### src/rtl/uart_pkg.sv
// uart_pkg: shared UART state encoding and frame constants
package uart_pkg;
    typedef enum logic [2:0] {IDLE, START, DATA, STOP, WAIT_HIGH} uart_state_t;
    localparam int UART_DATA_BITS = 8;
    localparam logic UART_IDLE_LEVEL = 1'b1;
endpackage

### src/rtl/uart_receiver_if.sv
// uart_receiver_if: serial line plus held data/valid consumer interface
interface uart_receiver_if;
    import uart_pkg::*;
    logic rx;
    logic read_en;
    logic [UART_DATA_BITS-1:0] data;
    logic valid;
    logic busy;
    logic frame_err;
    logic overrun;
    modport master (input rx, read_en, output data, valid, busy, frame_err, overrun);
    modport slave (output rx, read_en, input data, valid, busy, frame_err, overrun);
endinterface

### src/rtl/uart_sync.sv
// uart_sync: multi-flop synchronizer, resets to the line idle level
module uart_sync
    import uart_pkg::*;
#(
    parameter int STAGES = 2
) (
    input  logic clk,
    input  logic rst,
    input  logic d,
    output logic q
);
    logic [STAGES-1:0] chain;
    always_ff @(posedge clk or posedge rst)
        if (rst) chain <= {STAGES{UART_IDLE_LEVEL}};
        else chain <= {chain[STAGES-2:0], d};
    assign q = chain[STAGES-1];
endmodule

### src/rtl/uart_receiver.sv
// uart_receiver: 8N1 serial-to-parallel receiver with held data/valid,
// frame error pulse and sticky overrun
module uart_receiver
    import uart_pkg::*;
#(
    parameter int CLKS_PER_BIT = 16,
    parameter int SYNC_STAGES = 2
) (
    input  logic clk,
    input  logic rst,
    uart_receiver_if.master bus
);
    localparam int CW = $clog2(CLKS_PER_BIT);
    localparam logic [CW-1:0] HALF = CW'(CLKS_PER_BIT / 2 - 1);
    localparam logic [CW-1:0] LAST = CW'(CLKS_PER_BIT - 1);
    localparam logic [2:0] IDX_LAST = 3'(UART_DATA_BITS - 1);
    uart_state_t state, state_n;
    logic [CW-1:0] cnt, cnt_n;
    logic [2:0] idx, idx_n;
    logic rx_s, shift_en, done, ferr;
    logic [UART_DATA_BITS-1:0] shreg, data;
    logic valid, overrun, frame_err;
    uart_sync #(.STAGES(SYNC_STAGES)) sync_i (.clk(clk), .rst(rst), .d(bus.rx), .q(rx_s));
    always_ff @(posedge clk or posedge rst)
        if (rst) begin
            state <= IDLE;
            cnt <= '0;
            idx <= '0;
        end else begin
            state <= state_n;
            cnt <= cnt_n;
            idx <= idx_n;
        end
    always_comb begin
        state_n = state;
        cnt_n = cnt + CW'(1);
        idx_n = idx;
        shift_en = 1'b0;
        done = 1'b0;
        ferr = 1'b0;
        case (state)
            IDLE: begin
                cnt_n = '0;
                state_n = rx_s ? IDLE : START;
            end
            START: if (cnt == HALF) begin
                cnt_n = '0;
                idx_n = '0;
                state_n = rx_s ? IDLE : DATA;
            end
            DATA: if (cnt == LAST) begin
                cnt_n = '0;
                shift_en = 1'b1;
                idx_n = (idx == IDX_LAST) ? '0 : idx + 3'd1;
                state_n = (idx == IDX_LAST) ? STOP : DATA;
            end
            // Sampling mid-stop returns to IDLE half a bit early for back-to-back frames
            STOP: if (cnt == LAST) begin
                cnt_n = '0;
                done = rx_s;
                ferr = ~rx_s;
                state_n = rx_s ? IDLE : WAIT_HIGH;
            end
            WAIT_HIGH: begin
                cnt_n = '0;
                state_n = rx_s ? IDLE : WAIT_HIGH;
            end
            default: state_n = IDLE;
        endcase
    end
    always_ff @(posedge clk or posedge rst)
        if (rst) begin
            shreg <= '0;
            data <= '0;
            valid <= 1'b0;
            overrun <= 1'b0;
            frame_err <= 1'b0;
        end else begin
            if (shift_en) shreg[idx] <= rx_s;
            if (done) data <= shreg;
            valid <= done | (valid & ~bus.read_en);
            overrun <= ((done & valid) | overrun) & ~bus.read_en;
            frame_err <= ferr;
        end
    assign bus.data = data;
    assign bus.valid = valid;
    assign bus.busy = (state != IDLE);
    assign bus.frame_err = frame_err;
    assign bus.overrun = overrun;
endmodule

### src/flat_wrapper.sv
// flat-port wrapper written by rule: the top's interface ports become plain ports
module uart_receiver_flat import uart_pkg::*;
#(
    parameter int CLKS_PER_BIT = 16,
    parameter int SYNC_STAGES = 2
)
  (clk, rst, bus_rx, bus_read_en, bus_data, bus_valid, bus_busy, bus_frame_err, bus_overrun);
  uart_receiver_if bus_i ();
  input  logic clk;
  input  logic rst;
  input wire logic [$bits(bus_i.rx)-1:0] bus_rx;
  input wire logic [$bits(bus_i.read_en)-1:0] bus_read_en;
  output wire logic [$bits(bus_i.data)-1:0] bus_data;
  output wire logic [$bits(bus_i.valid)-1:0] bus_valid;
  output wire logic [$bits(bus_i.busy)-1:0] bus_busy;
  output wire logic [$bits(bus_i.frame_err)-1:0] bus_frame_err;
  output wire logic [$bits(bus_i.overrun)-1:0] bus_overrun;
  assign bus_i.rx = bus_rx;
  assign bus_i.read_en = bus_read_en;
  assign bus_data = bus_i.data;
  assign bus_valid = bus_i.valid;
  assign bus_busy = bus_i.busy;
  assign bus_frame_err = bus_i.frame_err;
  assign bus_overrun = bus_i.overrun;
  uart_receiver #(.CLKS_PER_BIT(CLKS_PER_BIT), .SYNC_STAGES(SYNC_STAGES)) u_core (.clk(clk), .rst(rst), .bus(bus_i));
endmodule
### config.mk
export PLATFORM = sky130hd
export DESIGN_NAME = uart_receiver_flat
export DESIGN_NICKNAME = d
export VERILOG_FILES = /design/src/rtl/uart_pkg.sv /design/src/rtl/uart_receiver_if.sv /design/src/rtl/uart_sync.sv /design/src/rtl/uart_receiver.sv /design/src/flat_wrapper.sv
export SDC_FILE = /design/constraint.sdc
export NUM_CORES = 1
export LEC_CHECK = 0
export BUFFER_PORTS_ARGS = -buffer_cell sky130_fd_sc_hd__buf_2
export CORE_ASPECT_RATIO = 0.9
export CORE_MARGIN = 3
export CORE_UTILIZATION = 45
export CTS_BUF_LIST = sky130_fd_sc_hd__clkbuf_4 sky130_fd_sc_hd__clkbuf_8 sky130_fd_sc_hd__clkbuf_16
export CTS_CLUSTER_DIAMETER = 200
export DETAILED_ROUTE_END_ITERATION = 10
export GPL_ROUTABILITY_DRIVEN = 0
export HOLD_SLACK_MARGIN = 0.08
export PLACE_DENSITY = 0.65
export SLEW_MARGIN = 0
export SYNTH_ARGS = -nofsm -noshare
export SYNTH_HDL_FRONTEND = slang
export SYNTH_SLANG_ARGS = --single-unit
### constraint.sdc
create_clock -name clk -period 2.15 [get_ports clk]
set_clock_uncertainty 0.15 [all_clocks]
set_input_delay 0.215 -clock clk [delete_from_list [all_inputs] [get_ports clk]]
set_output_delay 0.215 -clock clk [all_outputs]
set_load 0.03 [all_outputs]
* After elaboration in Yosys (flattened, before gate mapping) *
Cells that the tools add are included.

word-level totals
  register bits = 31
  input bits = 4
  output and inout bits = 12
  word-level logic and storage cells = 62

cells by class
  add/subtract/negate cells = 2
  order comparisons = 2
  equality and inequality tests = 10
  multiplexer cells = 24
  bitwise logic cells = 7
  reduce and logical (&&, ||, !) cells = 8

operators with widths
  cell                   count
  $mux W3                7
  $pmux W3 S5            1
  $pmux W4 S3            1
  $mux W1                9
  $bwmux W8              1
  $mux W4                2
  $eq A3 B2 Y1 const B   2
  $eq A3 B3 Y1 const B   2
  $ne A2 B1 Y1 const B   3
  $pmux W3 S2            1
  $reduce_and A3 Y1      2
  $add A4 B1 Y4 const B  1
  $eq A4 B3 Y1 const B   1
  $eq A4 B4 Y1 const B   1
  $lt A3 B4 Y1 const B   1
  $reduce_or A2 Y1       2
  $add A3 B1 Y3 const B  1
  $and A1 B1 Y1          3
  $demux W1 S3           1
  $eq A3 B1 Y1 const B   1
  $ge A3 B1 Y1 const B   1
  $logic_not A3 Y1       1
  $reduce_bool A3 Y1     1
  $mux W2                1
  other kinds (4)        6

* Logic depth before layout (Yosys ltp) *
  depth after elaboration = 6
  mapped depth = 6
  depth with buffers taken out = 4

* By module *
Synthesis repeated with hierarchy kept, for this count alone.

second synthesis, totals
  cell total of the unflattened synthesis = 120
  area, all modules = 1450.1 µm²

by module, submodules not included
  module         instances  cells an instance  area an instance (µm²)  seq. area each (µm²)
  uart_receiver  1          117                1393.8                  725.7
  uart_sync      1          3                  56.3                    52.6

* Least setup slack after synthesis *
OpenSTA, ideal clock, no wires.

  path type = reg-to-reg
  start = register u_core.cnt[0]
  end = register u_core.shreg[4]
  library setup time = 0.125 ns
  arrival time = 1.454 ns
  data required time = 1.875 ns
  slack = 0.422 ns
  stages on the path, launching flop included = 7
  buffers on the path = 2
  clock period less this slack = 1.728 ns
  path through = dfrtp_1 -> ha_1 -> and4_1 -> buf_4 -> buf_6 -> nand3_1 -> mux2_2

on the way
  word-level cells in the longest chain between the ends = 3

ends and longest elaborated chain
  item                           line                 text
  start, declared                uart_receiver.sv:18  logic [CW-1:0] cnt, cnt_n;
  start signal, assigned         uart_receiver.sv:31  cnt <= cnt_n;
  $eq A4 B4 Y1                   uart_receiver.sv:51  DATA: if (cnt == LAST) begin
  $mux W1                        uart_receiver.sv:51
  $mux W1                        uart_receiver.sv:41  case (state)
  end signal, assigned by index  uart_receiver.sv:79  if (shift_en) shreg[idx] <= rx_s;
  end, declared                  uart_receiver.sv:21  logic [UART_DATA_BITS-1:0] shreg, data;

No other way between the ends.
A chain may end at the register's enable or synchronous reset.

* Final worst setup path *
  start = register u_core.cnt[0]
  end = register u_core.shreg[3]

The elaborated chain is that of the path after synthesis.

==> impl_metrics.toml <==
[floorplan]
die_area_mm2 = 0.00379
io_pins = 16
rows = 18
core_area_mm2 = 0.00284
dieWidth_um = 64.6
fp.dieH_um = 58.7
initial_utilization_pct = 48.9

[logic_synthesis]
synth_top_area_share_pct = 52.3
ys_types = 36
synthesis.nets = 116
yosys.area.top_type = "dfrtp_1"
yosysWarningCount = 0
synth-edff-count = 0
asyncSetResetFlopFracSynth_pct = 100
synth_area_leaders = "dfrtp_1 52%, mux2_2 11%, dfstp_2 3.8%"
syn_area_per_cell_um2 = 12.7
ys_seq_area_share_pct = 56.0
netlist_area_mm2 = 0.00139
synthFlopType = "dfrtp_1"
syn_inst = 109
ys_ff_latch = 31

[power]
ir_worst_vdd_uv = 500
p_sw_share_pct = 31.5
p_int_w = 0.00101
switchingPower_w = 0.000463
powerDensity_mw_per_mm2 = 922
pwr-share-comb_pct = 20.5
leakagePower_nw = 0.845
fin_total_pwr_w = 0.00147
clkPwrFrac_pct = 26.4
seq_power_share_pct = 53.1

[clock_tree]
clk_pin_slew_ps = 90
cts_inserted_buffers = 5
clkLatencyLatePin_ps = 320
root_buffer = "clkbuf_4"
cts_tree = "built"
clock_sinks = 31
cts_resized = 0
ctsHoldBuffers = 3
htree_num_levels = 2
clock_path_buffers = 2
post-cts-setup-buffers = 0

[place]
io_buffers = 15
hpwl_um = 1590

[timing]
period_share_pct = 85.3
rsz0062_at_grt = "no"
relSlewSlack_pct = 71.3
finalSetupViolations = 0
worst_pin_slew_ps = 429
period_needed_ps = 1830
hold_violations = 0
tns_ps = 0
slew_violations = 0
fmax_ghz = 0.545

[setup_path]
reg2regPathDepth = 5
critPathArrivalTime_ps = 1900
worstSetupStartpointType = "register"
cp-end-kind = "register"
max_stage_delay_ps = 400
reg2reg_from = "u_core.cnt[0]"
critPathMaxFanout = 8
crit_chain = "ha_1, and4_1, buf_4, nand4_1, mux2_2"
crit_type = "reg2reg"
regToRegEndpoint = "u_core.shreg[3]"
cp.required_ps = 2220
reg2reg_slack_ps = 320
cp_slowest_cell = "dfrtp_1"

[routing]
wire_per_inst_um = 13.2
num_vias = 862
remaining_drc_errors = 0
drt_wl_total_um = 2260
drt-initial-drc-count = 30
dr.pass1.iters = 4
drt-vias-per-instance = 5.04
drtAntennaViolNets = 0

[worst_hold_path]
worstHoldPathCells = 0
min_from = "u_core.sync_i.chain[0]"
hp-class = "reg2reg"
whs_endpoint = "u_core.sync_i.chain[1]"

[global_routing]
grt-ovfl-total = 0
first_global_vias = 912
grt_pass1_wl_um = 4140
grtUsageTotal_pct = 14.7
grt_max_degree = 32
antenna_found_initial = 0

[cells_and_area]
fillerInstances = 261
multiInputGateArea_um2 = 559
antenna_cells = 0
area_delta_synth_final_pct = 14.9
final_util_pct = 56.2
fin_nets = 137
drive_above_1_share_pct = 35.1
regArea_um2 = 778

[run_status]
status = "completed"

[run]
cap_violations = 0
[worst max-delay path by stage]
| stage | cells after the start | slack [ps] | startpoint | endpoint |
|---|---|---|---|---|
| 2_1_floorplan | 6 | 420 | u_core.cnt[0] | u_core.shreg[4] |
| 3_3_place_gp | 5 | 340 | u_core.cnt[0] | u_core.shreg[1] |
| 3_5_place_dp | 5 | 320 | u_core.cnt[0] | u_core.shreg[3] |
| 4_1_cts | 5 | 300 | u_core.cnt[0] | u_core.shreg[3] |
| 5_1_grt | 5 | 150 | u_core.cnt[0] | u_core.shreg[5] |
| 6_report | 5 | 320 | u_core.cnt[0] | u_core.shreg[3] |
[state kept, by name (all words and copies together), names as in the netlist]
| name | cells |
|---|---|
| u_core.bus.overrun | 1 |
| u_core.bus.valid | 1 |
| u_core.state | 3 |
| u_core.shreg | 8 |
| u_core.bus.data | 8 |
| u_core.bus.frame_err | 1 |
| u_core.cnt | 4 |
| u_core.idx | 3 |
| u_core.sync_i.chain | 2 |
[power groups by stage]
stage	logic [W]	registers, W	clock network [W]
after floorplan	0.000296	0.000732	0
after global placement	0.000292	0.000784	0
after detailed placement	0.000305	0.000789	0
after CTS	0.000309	0.000778	0.000400
after global routing	0.000355	0.000798	0.000440
final	0.000302	0.000780	0.000388
[cell usage after synthesis, types with 3 or more instances]
library cell,count
nand4_1,3
inv_1,4
mux2_4,3
ha_1,3
mux2_2,13
nand3_1,5
a21o_1,3
dfrtp_1,29
nor2_1,9
a211oi_1,3
[layout make-up]
| type | instances | area share (%) |
|---|---|---|
| multi-input cells | 68 | 35.1 |
| inverters | 4 | 0.941 |
| flip-flops and latches | 31 | 48.8 |
| well taps | 40 | 3.14 |
| clock buffers | 8 | 4.55 |
| repair buffers | 20 | 7.53 |
[cell usage in the layout (no fill, tap or decap), types with 4 or more instances in the layout]
master / n
clkbuf_4: 6
inv_1: 4
mux2_2: 13
nand3_1: 5
nor2_1: 9
buf_2: 15
dfrtp_1: 29
[through the flow]
step,hold WS (ps),cell area [um^2],std cells,worst slack [ps]
6_report,215,1600,171,315
5_1_grt,221,1600,171,152
3_5_place_dp,165,1490,160,317
3_3_place_gp,153,1490,160,344
4_1_cts,217,1600,171,301
2_1_floorplan,69.5,1390,109,422
[critical path: cells and delay by family (launching register included)]
| kind | cells | cell delay, ps |
|---|---|---|
| mux | 1 | 340 |
| buf+inv | 1 | 200 |
| simple gates | 2 | 410 |
| flops | 1 | 400 |
| fa+ha+maj | 1 | 240 |
[kinds of logic after synthesis]
group	after synthesis	share of synthesized area (%)
simple gates	35	16.4
flops	31	56.0
mux	16	13.8
compound gates	11	5.50
buf+inv	10	3.69
xor+xnor	3	1.89
fa+ha+maj	3	2.70
[per-layer routing]
metal / GRT usage (%) / vias to the layer above / wire (um)
li1: - / 430 / -
met1: 17.9 / 413 / 1120
met2: 23.4 / 17 / 1030
met3: 6.30 / 2 / 97
met4: 5.42 / 0 / 15
met5: 0 / - / 0
Power figures use the tool's default switching activity.
